<file path="src/rtl/cache_port_arbiter.sv">
// Round-robin arbiter sharing one cache/memory access port between NUM_REQ requesters.
// One transaction in flight; each ends on mem_ack (done) or watchdog expiry (err).
module cache_port_arbiter #(
  parameter int unsigned NUM_REQ     = 2,
  parameter int unsigned ADDR_W      = 32,
  parameter int unsigned DATA_W      = 32,
  parameter int unsigned TIMEOUT_CYC = 16
) (
  input  logic                        clk,
  input  logic                        rst_n,
  input  logic [NUM_REQ-1:0]          req,
  input  logic [NUM_REQ-1:0]          req_we,
  input  logic [NUM_REQ*ADDR_W-1:0]   req_addr,
  input  logic [NUM_REQ*DATA_W-1:0]   req_wdata,
  output logic [NUM_REQ-1:0]          gnt,
  output logic [NUM_REQ-1:0]          done,
  output logic [NUM_REQ-1:0]          err,
  output logic [DATA_W-1:0]           rdata,
  output logic                        mem_req,
  output logic                        mem_we,
  output logic [ADDR_W-1:0]           mem_addr,
  output logic [DATA_W-1:0]           mem_wdata,
  input  logic                        mem_ack,
  input  logic [DATA_W-1:0]           mem_rdata
);

  localparam int unsigned IDX_W = (NUM_REQ > 1) ? $clog2(NUM_REQ) : 1;
  localparam int unsigned CNT_W = $clog2(TIMEOUT_CYC);

  typedef enum logic [1:0] {IDLE, ISSUE, WAIT} state_t;

  state_t              state_q, state_d;
  logic [IDX_W-1:0]    rr_ptr_q, rr_ptr_d;
  logic [IDX_W-1:0]    win_q, win_d;
  logic [CNT_W-1:0]    cnt_q, cnt_d;
  logic [NUM_REQ-1:0]  gnt_d, done_d, err_d;
  logic [DATA_W-1:0]   rdata_d;
  logic                mem_req_d, mem_we_d;
  logic [ADDR_W-1:0]   mem_addr_d;
  logic [DATA_W-1:0]   mem_wdata_d;

  logic [ADDR_W-1:0]   addr_arr  [NUM_REQ];
  logic [DATA_W-1:0]   wdata_arr [NUM_REQ];

  logic                found;
  logic [IDX_W-1:0]    pick;
  logic [IDX_W:0]      pos;
  logic [IDX_W:0]      adv;

  for (genvar g = 0; g < NUM_REQ; g++) begin : g_unpack
    assign addr_arr[g]  = req_addr[g*ADDR_W +: ADDR_W];
    assign wdata_arr[g] = req_wdata[g*DATA_W +: DATA_W];
  end

  // First pending requester at or after rr_ptr, wrapping modulo NUM_REQ.
  always_comb begin
    found = 1'b0;
    pick  = '0;
    pos   = '0;
    for (int i = 0; i < NUM_REQ; i++) begin
      pos = {1'b0, rr_ptr_q} + (IDX_W+1)'(i);
      if (pos >= (IDX_W+1)'(NUM_REQ)) pos = pos - (IDX_W+1)'(NUM_REQ);
      if (!found && req[pos[IDX_W-1:0]]) begin
        found = 1'b1;
        pick  = pos[IDX_W-1:0];
      end
    end
  end

  // Pointer value used after a transaction finishes: winner + 1, wrapped.
  always_comb begin
    adv = {1'b0, win_q} + (IDX_W+1)'(1);
    if (adv >= (IDX_W+1)'(NUM_REQ)) adv = '0;
  end

  always_comb begin
    state_d     = state_q;
    rr_ptr_d    = rr_ptr_q;
    win_d       = win_q;
    cnt_d       = cnt_q;
    gnt_d       = gnt;
    done_d      = '0;
    err_d       = '0;
    rdata_d     = '0;
    mem_req_d   = mem_req;
    mem_we_d    = mem_we;
    mem_addr_d  = mem_addr;
    mem_wdata_d = mem_wdata;
    case (state_q)
      IDLE: begin
        if (found) begin
          state_d     = ISSUE;
          win_d       = pick;
          gnt_d       = NUM_REQ'(1) << pick;
          mem_req_d   = 1'b1;
          mem_we_d    = req_we[pick];
          mem_addr_d  = addr_arr[pick];
          mem_wdata_d = wdata_arr[pick];
        end
      end
      ISSUE: begin
        cnt_d   = '0;
        state_d = WAIT;
      end
      WAIT: begin
        // Ack takes priority over the watchdog on the final cycle.
        if (mem_ack) begin
          done_d    = NUM_REQ'(1) << win_q;
          rdata_d   = mem_we ? '0 : mem_rdata;
          mem_req_d = 1'b0;
          gnt_d     = '0;
          rr_ptr_d  = adv[IDX_W-1:0];
          state_d   = IDLE;
        end else if (cnt_q == CNT_W'(TIMEOUT_CYC - 1)) begin
          err_d     = NUM_REQ'(1) << win_q;
          mem_req_d = 1'b0;
          gnt_d     = '0;
          rr_ptr_d  = adv[IDX_W-1:0];
          state_d   = IDLE;
        end else begin
          cnt_d = cnt_q + CNT_W'(1);
        end
      end
      default: state_d = IDLE;
    endcase
  end

  always_ff @(posedge clk or negedge rst_n) begin
    if (!rst_n) begin
      state_q   <= IDLE;
      rr_ptr_q  <= '0;
      win_q     <= '0;
      cnt_q     <= '0;
      gnt       <= '0;
      done      <= '0;
      err       <= '0;
      rdata     <= '0;
      mem_req   <= 1'b0;
      mem_we    <= 1'b0;
      mem_addr  <= '0;
      mem_wdata <= '0;
    end else begin
      state_q   <= state_d;
      rr_ptr_q  <= rr_ptr_d;
      win_q     <= win_d;
      cnt_q     <= cnt_d;
      gnt       <= gnt_d;
      done      <= done_d;
      err       <= err_d;
      rdata     <= rdata_d;
      mem_req   <= mem_req_d;
      mem_we    <= mem_we_d;
      mem_addr  <= mem_addr_d;
      mem_wdata <= mem_wdata_d;
    end
  end

endmodule
</file>
<file path="config.mk">
export PLATFORM = sky130hd
export DESIGN_NAME = cache_port_arbiter
export DESIGN_NICKNAME = d
export VERILOG_FILES = /design/src/rtl/cache_port_arbiter.sv
export SDC_FILE = /design/constraint.sdc
export NUM_CORES = 1
export LEC_CHECK = 0
export CAP_MARGIN = 20
export CELL_PAD_IN_SITES_DETAIL_PLACEMENT = 0
export CELL_PAD_IN_SITES_GLOBAL_PLACEMENT = 1
export CORE_UTILIZATION = 31
export DETAILED_ROUTE_END_ITERATION = 8
export PLACE_DENSITY_LB_ADDON = 0.08
export SYNTH_ARGS = -nofsm -noshare
export SYNTH_HDL_FRONTEND = slang
export SYNTH_SLANG_ARGS = --single-unit
</file>
<file path="constraint.sdc">
create_clock -name clk -period 3.6 [get_ports clk]
set_clock_uncertainty 0.05 [all_clocks]
set_input_delay 0.9 -clock clk [delete_from_list [all_inputs] [get_ports clk]]
set_output_delay 0.9 -clock clk [all_outputs]
set_load 0.1 [all_outputs]
</file>
==> flow_metrics.env, run 1 <==
export IMPL_cts_max_path_buffers=2
export IMPL_global_route_usage_total=0.191
export IMPL_design_core_area_sq_um=15900
export IMPL_initial_utilization=0.318
export IMPL_clock_tree_from_tritoncts="built"
export IMPL_diodes=0
export IMPL_floorplan_die_height_um=130
export IMPL_synthesis_nets=668
export IMPL_dr_vias_cell=5.11
export IMPL_design_portCount=271
export IMPL_cts_inserted_buffers=9
export IMPL_path_clk_slew_ps=70
export IMPL_synth_top_cell_area_share=0.553
export IMPL_via_count=4902
export IMPL_postCtsResizedCells=0
export IMPL_synth_warnings=0
export IMPL_postRouteWirelength_um=16400
export IMPL_timing_setup_critical_path_class="input port to flop"
export IMPL_fillerInstances=1507
export IMPL_async_set_reset_flop_share_out_of_synthesis=1.00
export IMPL_cp_cell_sequence="clkdlybuf4s50_1, or2_2, buf_4, a21boi_0, a22o_1"
export IMPL_worstPathArrival_ps=2560
export IMPL_hold_path_class="flop to flop"
export IMPL_report_final_setup_viol=0
export IMPL_grt_max_degree=72
export IMPL_cp_max_fanout=67
export IMPL_type_of_destination_of_the_critical_path="flop"
export IMPL_finalCriticalPeriod_ps=2370
export IMPL_cp_required_ps=3790
export IMPL_timing_critical_path_from_type="input port"
export IMPL_die_w_um=130
export IMPL_max_freq_mhz=422
export IMPL_drt_initial_drc_count=235
export IMPL_drt_pass1_iterations=4
export IMPL_antenna_violating_nets_post_route=0
export IMPL_status="complete, no violations"
export IMPL_post_cts_hold_buffers=0
export IMPL_tritoncts_num_sinks=112
export IMPL_post_synth_top_area_cell="dfrtp_1"
export IMPL_r2r_cells=4
export IMPL_layout_drive_gt1_share=0.184
export IMPL_finalSetupTns_ps=0
export IMPL_gp_congestion=0.798
export IMPL_wire_per_inst_um=17.1
export IMPL_post_synth_cell_area_avg_sq_um=10.1
export IMPL_number_of_register_bits_inferred_by_synthesis=112
export IMPL_yosys_top_cells_area="dfrtp_1 (55%), nand3b_1 (9.6%), a31oi_1 (8.0%)"
export IMPL_worst_hold_startpoint="mem_req"
export IMPL_report_final_slew_viol_count=0
export IMPL_synthFlopType="dfrtp_1"
export IMPL_std_cell_rows=46
export IMPL_cp_slowest_cell="buf_4"
export IMPL_seq_total_area_yosys=0.553
export IMPL_drv_cap=0
export IMPL_detail_route_drc_violations=0
export IMPL_syn_instance_count=500
export IMPL_setup_slack_ps=1230
export IMPL_reg2reg_to="win_q"
export IMPL_min_path_cells=1
export IMPL_fp_dieArea_sq_um=16900
export IMPL_regToRegSetupSlack_ps=1230
export IMPL_place_worst_setup_slack_ps=892
export IMPL_cts_htree_levels=3
export IMPL_hpwl_um=11100
export IMPL_power_static_leakage_nw=3.36
export IMPL_worst_r2r_startpoint="state_q[0]"
export IMPL_synth_lib_cells_used_distinct=38
export IMPL_synth_top_cells_by_count="dfrtp_1 (112), a21oi_1 (65), a31oi_1 (65), nand3b_1 (65), o21ai_0 (56)"
export IMPL_irDropWorstVdd_v=0.000422
export IMPL_worstSkewPairLatency_ps=340
export IMPL_grt_antenna_before_repair=0
export IMPL_slew_limit_headroom=0.461
export IMPL_io_buffer_count=270
export IMPL_grt_first_pass_wirelength_um=24900
export IMPL_power_density_nw_per_um2=1040
export IMPL_hold_violations_final=0
export IMPL_fin_nets=906
export IMPL_synth_edff_count=0
export IMPL_cpPeakStageDelay_ps=600
export IMPL_hold_path_endpoint="mem_req"
export IMPL_number_of_global_route_vias_before_repair=4643
export IMPL_rsz0062_at_grt="false"
export IMPL_area_growth_syn_to_layout_pct=57.8
export IMPL_synth_cell_area_sq_um=5070
export IMPL_fin_crit_sh=0.658
export IMPL_cts_post_setup_buffers_inserted=0
export IMPL_grt_overflow=0
export IMPL_cts_root_buffer_cell="clkbuf_16"
export IMPL_synth_most_common_cell="dfrtp_1"
export IMPL_worstMarginPinSlew_ps=808
registers in the layout (all words and copies together) (netlist names):
register,cells
rr_ptr_q,1
done,2
mem_wdata,32
err,2
cnt_q,4
rdata,32
state_q,2
mem_req,1
mem_we,1
gnt,2
mem_addr,32
win_q,1
metrics by stage:
| step | instance area, sq um | power [mW] | std cells | utilization | hold slack, ps |
|---|---|---|---|---|---|
| finish | 8010 | 8.34 | 959 | 0.502 | 447 |
| global route | 8010 | 8.69 | 959 | 0.502 | 467 |
| CTS | 8010 | 8.40 | 959 | 0.502 | 443 |
| detailed placement | 7680 | 7.29 | 943 | 0.482 | 425 |
| global placement | 7680 | 7.25 | 943 | 0.482 | 423 |
| floorplan | 5070 | 5.99 | 500 | - | 410 |
cell usage in the layout (no fill, tap or decap), drive strengths merged:
cell,count
clkdlybuf4s50,164
buf,116
dfrtp,112
o21ai,68
nand3b,65
a21oi,65
a31oi,65
and2,32
clkbuf,9
inv,6
nand3,4
nand2,4
and3,3
o211ai,3
nor2,3
clkinv,3
mux2i,2
bufinv,2
nor2b,2
a21boi,2
and3b,1
or3b,1
nor3,1
nor3b,1
or2,1
nand2b,1
or3,1
o2bb2ai,1
a22o,1
a21o,1
mux2,1
xor2,1
ha,1
power by group:
group	internal (mW)	switching (mW)
clock network	0.619	0.478
registers	1.71	0.288
logic	1.18	4.06
total	3.51	4.83
final cells by class:
class	count	area, sq um	share of cell area
clock buffer	9	225	0.0281
sequential	112	2800	0.350
timing repair buffer	280	2570	0.321
inverter	4	15.0	0.00188
clock inverter	7	103	0.0128
multi-input combinational	331	2020	0.252
tap	216	270	0.0338
worst max-delay path by stage:
stage                          start       endpoint  slack, ps  cells past startpoint
final                         req[0]         gnt[1]       1230                      5
after global placement        req[0]         gnt[1]        900                      5
after global routing      state_q[0]  mem_wdata[17]       1090                      5
after detailed placement      req[0]         gnt[1]        890                      5
after CTS                 state_q[0]          win_q       1190                      4
after floorplan               req[0]  mem_wdata[10]       1670                      6
worst max-delay path, delay by kind of cell:
kind / cells / cell delay (ps)
AOI/OAI and AO/OA: 2 / 430
buffers and inverters: 2 / 1080
and+or+nand+nor: 1 / 130
cells by family after synthesis:
| logic type | Yosys count | share of synthesized area |
|---|---|---|
| adder cells (fa/ha/maj) | 1 | 0.00247 |
| flip-flops | 112 | 0.553 |
| multiplexers | 3 | 0.00617 |
| buffers and inverters | 57 | 0.0518 |
| XOR/XNOR | 1 | 0.00173 |
| AO/OA/AOI/OAI | 206 | 0.224 |
| AND/OR/NAND/NOR | 120 | 0.162 |
metal layers:
layer | vias up | global-route usage | share of wire
met5 | - | 0 | 0
met4 | 0 | 0.0766 | 0.025
met3 | 25 | 0.0463 | 0.075
met2 | 203 | 0.322 | 0.49
met1 | 2383 | 0.233 | 0.41
li1 | 2291 | - | -
No activity file was read; power rests on OpenSTA's default activity.
==> run 2: changes to the inputs <==
--- a/config.mk
+++ b/config.mk
@@ -8,7 +8,7 @@
 export CAP_MARGIN = 20
 export CELL_PAD_IN_SITES_DETAIL_PLACEMENT = 0
 export CELL_PAD_IN_SITES_GLOBAL_PLACEMENT = 1
-export CORE_UTILIZATION = 31
+export CORE_UTILIZATION = 29
 export DETAILED_ROUTE_END_ITERATION = 8
 export PLACE_DENSITY_LB_ADDON = 0.08
 export SYNTH_ARGS = -nofsm -noshare
==> constraint.sdc (replaced) <==
create_clock -name clk -period 2.3 [get_ports clk]
set_clock_uncertainty 0.05 [all_clocks]
set_input_delay 0.575 -clock clk [delete_from_list [all_inputs] [get_ports clk]]
set_output_delay 0.575 -clock clk [all_outputs]
set_load 0.1 [all_outputs]
==> flow_metrics.env, run 2 (synthesized netlist as in run 1, its figures left out) <==
export IMPL_finalSetupTns_ps=0
export IMPL_worstPathArrival_ps=1920
export IMPL_layout_commonest_cell="clkdlybuf4s50_1"
export IMPL_critPathTopFamily="buffers and inverters"
export IMPL_grt_max_degree=71
export IMPL_finalCriticalPeriod_ps=1730
export IMPL_worst_r2r_startpoint="state_q[0]"
export IMPL_grt_antenna_before_repair=0
export IMPL_area_growth_syn_to_layout_pct=58.2
export IMPL_timing_setup_critical_path_class="input port to flop"
export IMPL_report_final_slew_viol_count=0
export IMPL_layout_drive_gt1_share=0.192
export IMPL_diodes=0
export IMPL_wire_per_inst_um=17.4
export IMPL_drv_cap=0
export IMPL_cp_max_fanout=19
export IMPL_cp_cell_sequence="clkdlybuf4s50_1, or2_2, nand2_1, inv_2, buf_4, a22o_1"
export IMPL_grt_first_pass_wirelength_um=26500
export IMPL_number_of_global_route_vias_before_repair=4966
export IMPL_std_cell_rows=47
export IMPL_cts_root_buffer_cell="clkbuf_16"
export IMPL_hold_path_class="input port to asynchronous set/reset pin"
export IMPL_rsz0062_at_grt="false"
export IMPL_post_cts_hold_buffers=0
export IMPL_worstMarginPinSlew_ps=498
export IMPL_cpPeakStageDelay_ps=420
export IMPL_layout_common_cells="clkdlybuf4s50_1 (164), buf_4 (119), dfrtp_1 (112)"
export IMPL_design_core_area_sq_um=16800
export IMPL_clock_tree_from_tritoncts="built"
export IMPL_cp_slowest_cell="clkdlybuf4s50_1"
export IMPL_dr_vias_cell=5.01
export IMPL_irDropWorstVdd_v=0.000893
export IMPL_global_route_usage_total=0.190
export IMPL_antenna_violating_nets_post_route=0
export IMPL_cts_post_setup_buffers_inserted=0
export IMPL_grt_overflow=0
export IMPL_timing_critical_path_from_type="input port"
export IMPL_cts_max_path_buffers=2
export IMPL_io_buffer_count=270
export IMPL_largest_registers="mem_addr x32, mem_wdata x32, rdata x32"
export IMPL_fin_crit_sh=0.752
export IMPL_detail_route_drc_violations=0
export IMPL_gp_congestion=0.755
export IMPL_cts_htree_levels=3
export IMPL_tritoncts_num_sinks=112
export IMPL_drt_initial_drc_count=201
export IMPL_design_portCount=271
export IMPL_initial_utilization=0.302
export IMPL_report_final_setup_viol=0
export IMPL_postRouteWirelength_um=16900
export IMPL_via_count=4861
export IMPL_path_clk_slew_ps=80
export IMPL_postCtsResizedCells=0
export IMPL_slew_limit_headroom=0.668
export IMPL_max_freq_mhz=578
export IMPL_cts_inserted_buffers=9
export IMPL_cp_required_ps=2490
export IMPL_power_static_leakage_nw=3.37
export IMPL_hold_violations_final=0
export IMPL_hpwl_um=12000
export IMPL_floorplan_die_height_um=134
export IMPL_die_w_um=134
export IMPL_power_density_nw_per_um2=1610
export IMPL_fp_dieArea_sq_um=18000
export IMPL_status="complete, no violations"
export IMPL_type_of_destination_of_the_critical_path="flop"
export IMPL_placed_area_sq_um=7730
export IMPL_worst_setup_path_startpoint="req[0]"
export IMPL_fin_nets=914
export IMPL_critical_path_n_buffers_inverters=3
export IMPL_drt_pass1_iterations=4
export IMPL_worstSkewPairLatency_ps=350
export IMPL_finalInstanceArea_sq_um=8030
[run 2: changes by cell type in the layout (fill, tap and decap cells not counted)]
| cell | change |
|---|---|
| clkinv_4 | -1 |
| bufinv_16 | -1 |
| clkbuf_1 | +1 |
| clkinvlp_4 | +2 |
| buf_12 | -1 |
| inv_8 | -1 |
| buf_4 | +9 |
[run 2: final timing paths]
path,to,slack (ps),cells after the start
max,gnt[1],570,6
min,rdata[19],110,1
max reg2reg,mem_addr[11],630,5
min reg2reg,mem_req,440,1
max in group asynchronous,mem_we,1440,2
min in group clk,mem_req,440,1
[run 2: final cells by class]
class                           instances  area [sq um]
Inverter                                4          15.0
Multi-Input combinational cell        331          2020
Clock buffer                           10           229
Fill cell                            1630          8790
Sequential cell                       112          2800
Timing Repair Buffer                  288          2620
Clock inverter                          6          67.6
Tap cell                              220           275
[run 2: metrics by stage]
stage                     instances  total power, mW  worst slack, ps  hold WS [ps]  utilization
after floorplan                 500             9.37              641           229            -
after global placement          955             11.4              219           421        0.460
after detailed placement        955             11.4              195           429        0.460
after CTS                       971             13.0              538           115        0.477
after global routing            971             13.5              497           132        0.477
final                           971             12.9              570           107        0.477
[run 2: where the power goes]
part           total (mW)  internal (mW)  leakage (nW)  switching [mW]
clock                1.59          0.850         0.139           0.736
combinational        8.20           1.84          1.87            6.36
sequential           3.12           2.68          1.36           0.443
total                12.9           5.37          3.37            7.54
[run 2: metal layers]
layer / wire length (um) / share of wire / global-route usage
met1: 6730 / 0.40 / 0.229
met2: 8340 / 0.49 / 0.322
met5: 0 / 0 / 0
met3: 1400 / 0.083 / 0.0503
met4: 418 / 0.025 / 0.0749
==> run 3: changes to the inputs <==
==> constraint.sdc (replaced) <==
create_clock -name clk -period 1.8 [get_ports clk]
set_clock_uncertainty 0.05 [all_clocks]
set_input_delay 0.45 -clock clk [delete_from_list [all_inputs] [get_ports clk]]
set_output_delay 0.45 -clock clk [all_outputs]
set_load 0.1 [all_outputs]
==> flow_metrics.env, run 3 (synthesized netlist as in run 1, its figures left out) <==
export IMPL_power_density_nw_per_um2=2040
export IMPL_cts_htree_levels=3
export IMPL_grt_first_pass_wirelength_um=26400
export IMPL_gp_congestion=0.779
export IMPL_grt_overflow=0
export IMPL_timing_critical_path_from_type="input port"
export IMPL_cp_required_ps=2010
export IMPL_layout_drive_gt1_share=0.197
export IMPL_grt_antenna_before_repair=0
export IMPL_worstMarginPinSlew_ps=614
export IMPL_die_w_um=134
export IMPL_rsz0062_at_grt="false"
export IMPL_design_portCount=271
export IMPL_design_core_area_sq_um=16800
export IMPL_cts_inserted_buffers=9
export IMPL_hpwl_um=12000
export IMPL_finalCriticalPeriod_ps=1580
export IMPL_regToRegSetupSlack_ps=250
export IMPL_fin_crit_sh=0.875
export IMPL_layout_common_cells="clkdlybuf4s50_1 (164), buf_12 (114), dfrtp_1 (112)"
export IMPL_seqCellArea_sq_um=2800
export IMPL_postCtsResizedCells=0
export IMPL_detail_route_drc_violations=0
export IMPL_slew_limit_headroom=0.591
export IMPL_report_final_setup_viol=0
export IMPL_area_growth_syn_to_layout_pct=85.9
export IMPL_report_final_slew_viol_count=0
export IMPL_post_cts_hold_buffers=0
export IMPL_number_of_global_route_vias_before_repair=4868
export IMPL_max_freq_mhz=635
export IMPL_diodes=0
export IMPL_cts_post_setup_buffers_inserted=0
export IMPL_status="complete, no violations"
export IMPL_wire_per_inst_um=17.5
export IMPL_type_of_destination_of_the_critical_path="flop"
export IMPL_worst_r2r_startpoint="cnt_q[0]"
export IMPL_multi_input_area_sq_um=2020
export IMPL_largest_registers="mem_addr x32, mem_wdata x32, rdata x32"
export IMPL_cp_max_fanout=30
export IMPL_worst_setup_path_startpoint="req[0]"
export IMPL_antenna_violating_nets_post_route=0
export IMPL_fillerInstances=1471
export IMPL_cts_max_path_buffers=2
export IMPL_fin_nets=918
export IMPL_tritoncts_num_sinks=112
export IMPL_hold_violations_final=0
export IMPL_io_buffer_count=270
export IMPL_timing_setup_critical_path_class="input port to flop"
export IMPL_grt_max_degree=113
export IMPL_worstPathArrival_ps=1790
export IMPL_power_static_leakage_nw=3.85
export IMPL_std_cell_rows=47
export IMPL_postRouteWirelength_um=17100
export IMPL_design_power_total_mw=19.2
export IMPL_fp_dieArea_sq_um=18000
export IMPL_finalSetupTns_ps=0
export IMPL_dr_vias_cell=5.01
export IMPL_initial_utilization=0.302
export IMPL_drt_pass1_iterations=4
export IMPL_drv_cap=0
export IMPL_irDropWorstVdd_v=0.00120
export IMPL_hold_path_class="input port to asynchronous set/reset pin"
export IMPL_worstSkewPairLatency_ps=350
export IMPL_path_clk_slew_ps=80
export IMPL_global_route_usage_total=0.189
export IMPL_floorplan_die_height_um=134
export IMPL_clock_tree_from_tritoncts="built"
export IMPL_via_count=4888
export IMPL_drt_initial_drc_count=233
export IMPL_cts_root_buffer_cell="clkbuf_16"
export IMPL_layout_commonest_cell="clkdlybuf4s50_1"
==> run 3: path summary, 6_finish.rpt <==
check	end	cells after the start
hold / removal	rdata[6]	2
min in group clk	cnt_q[0]	1
hold reg to reg	cnt_q[0]	1
setup / recovery	mem_addr[14]	6
setup reg to reg	rr_ptr_q	4
max in group asynchronous	mem_we	2
==> run 3: worst max-delay path, cell delays in order <==
cell and delay (ps):
clkdlybuf4s50_1 410, or2_2 360, nand2_1 120, inv_2 90, buf_12 170, a31oi_1 160
==> run 3: where the power goes <==
part	switching (mW)	internal [mW]	total (mW)
Clock	0.948	1.03	1.98
Combinational	8.19	4.59	12.8
Sequential	1.01	3.42	4.43
Total	10.1	9.04	19.2
==> run 3: per-stage QoR <==
stage	utilization	instances	hold slack [ps]	setup WS, ps	cell area, sq um
global route	0.561	975	166	130	9430
global placement	0.543	959	445	-133	9140
floorplan	-	500	104	141	5070
CTS	0.561	975	156	234	9430
finish	0.561	975	104	225	9430
detailed placement	0.543	959	453	-135	9140
==> run 3: area by class of cell <==
class	instances	share of cell area
Inverter	4	0.00159
Tap cell	220	0.0292
Sequential cell	112	0.297
Multi-Input combinational cell	331	0.214
Timing Repair Buffer	292	0.427
Clock inverter	5	0.00411
Clock buffer	11	0.0268
==> run 3: per-layer routing <==
layer | part of all wire | GRT usage
met4 | 0.025 | 0.0743
met1 | 0.41 | 0.225
met3 | 0.085 | 0.0590
met5 | 0 | 0
met2 | 0.48 | 0.318
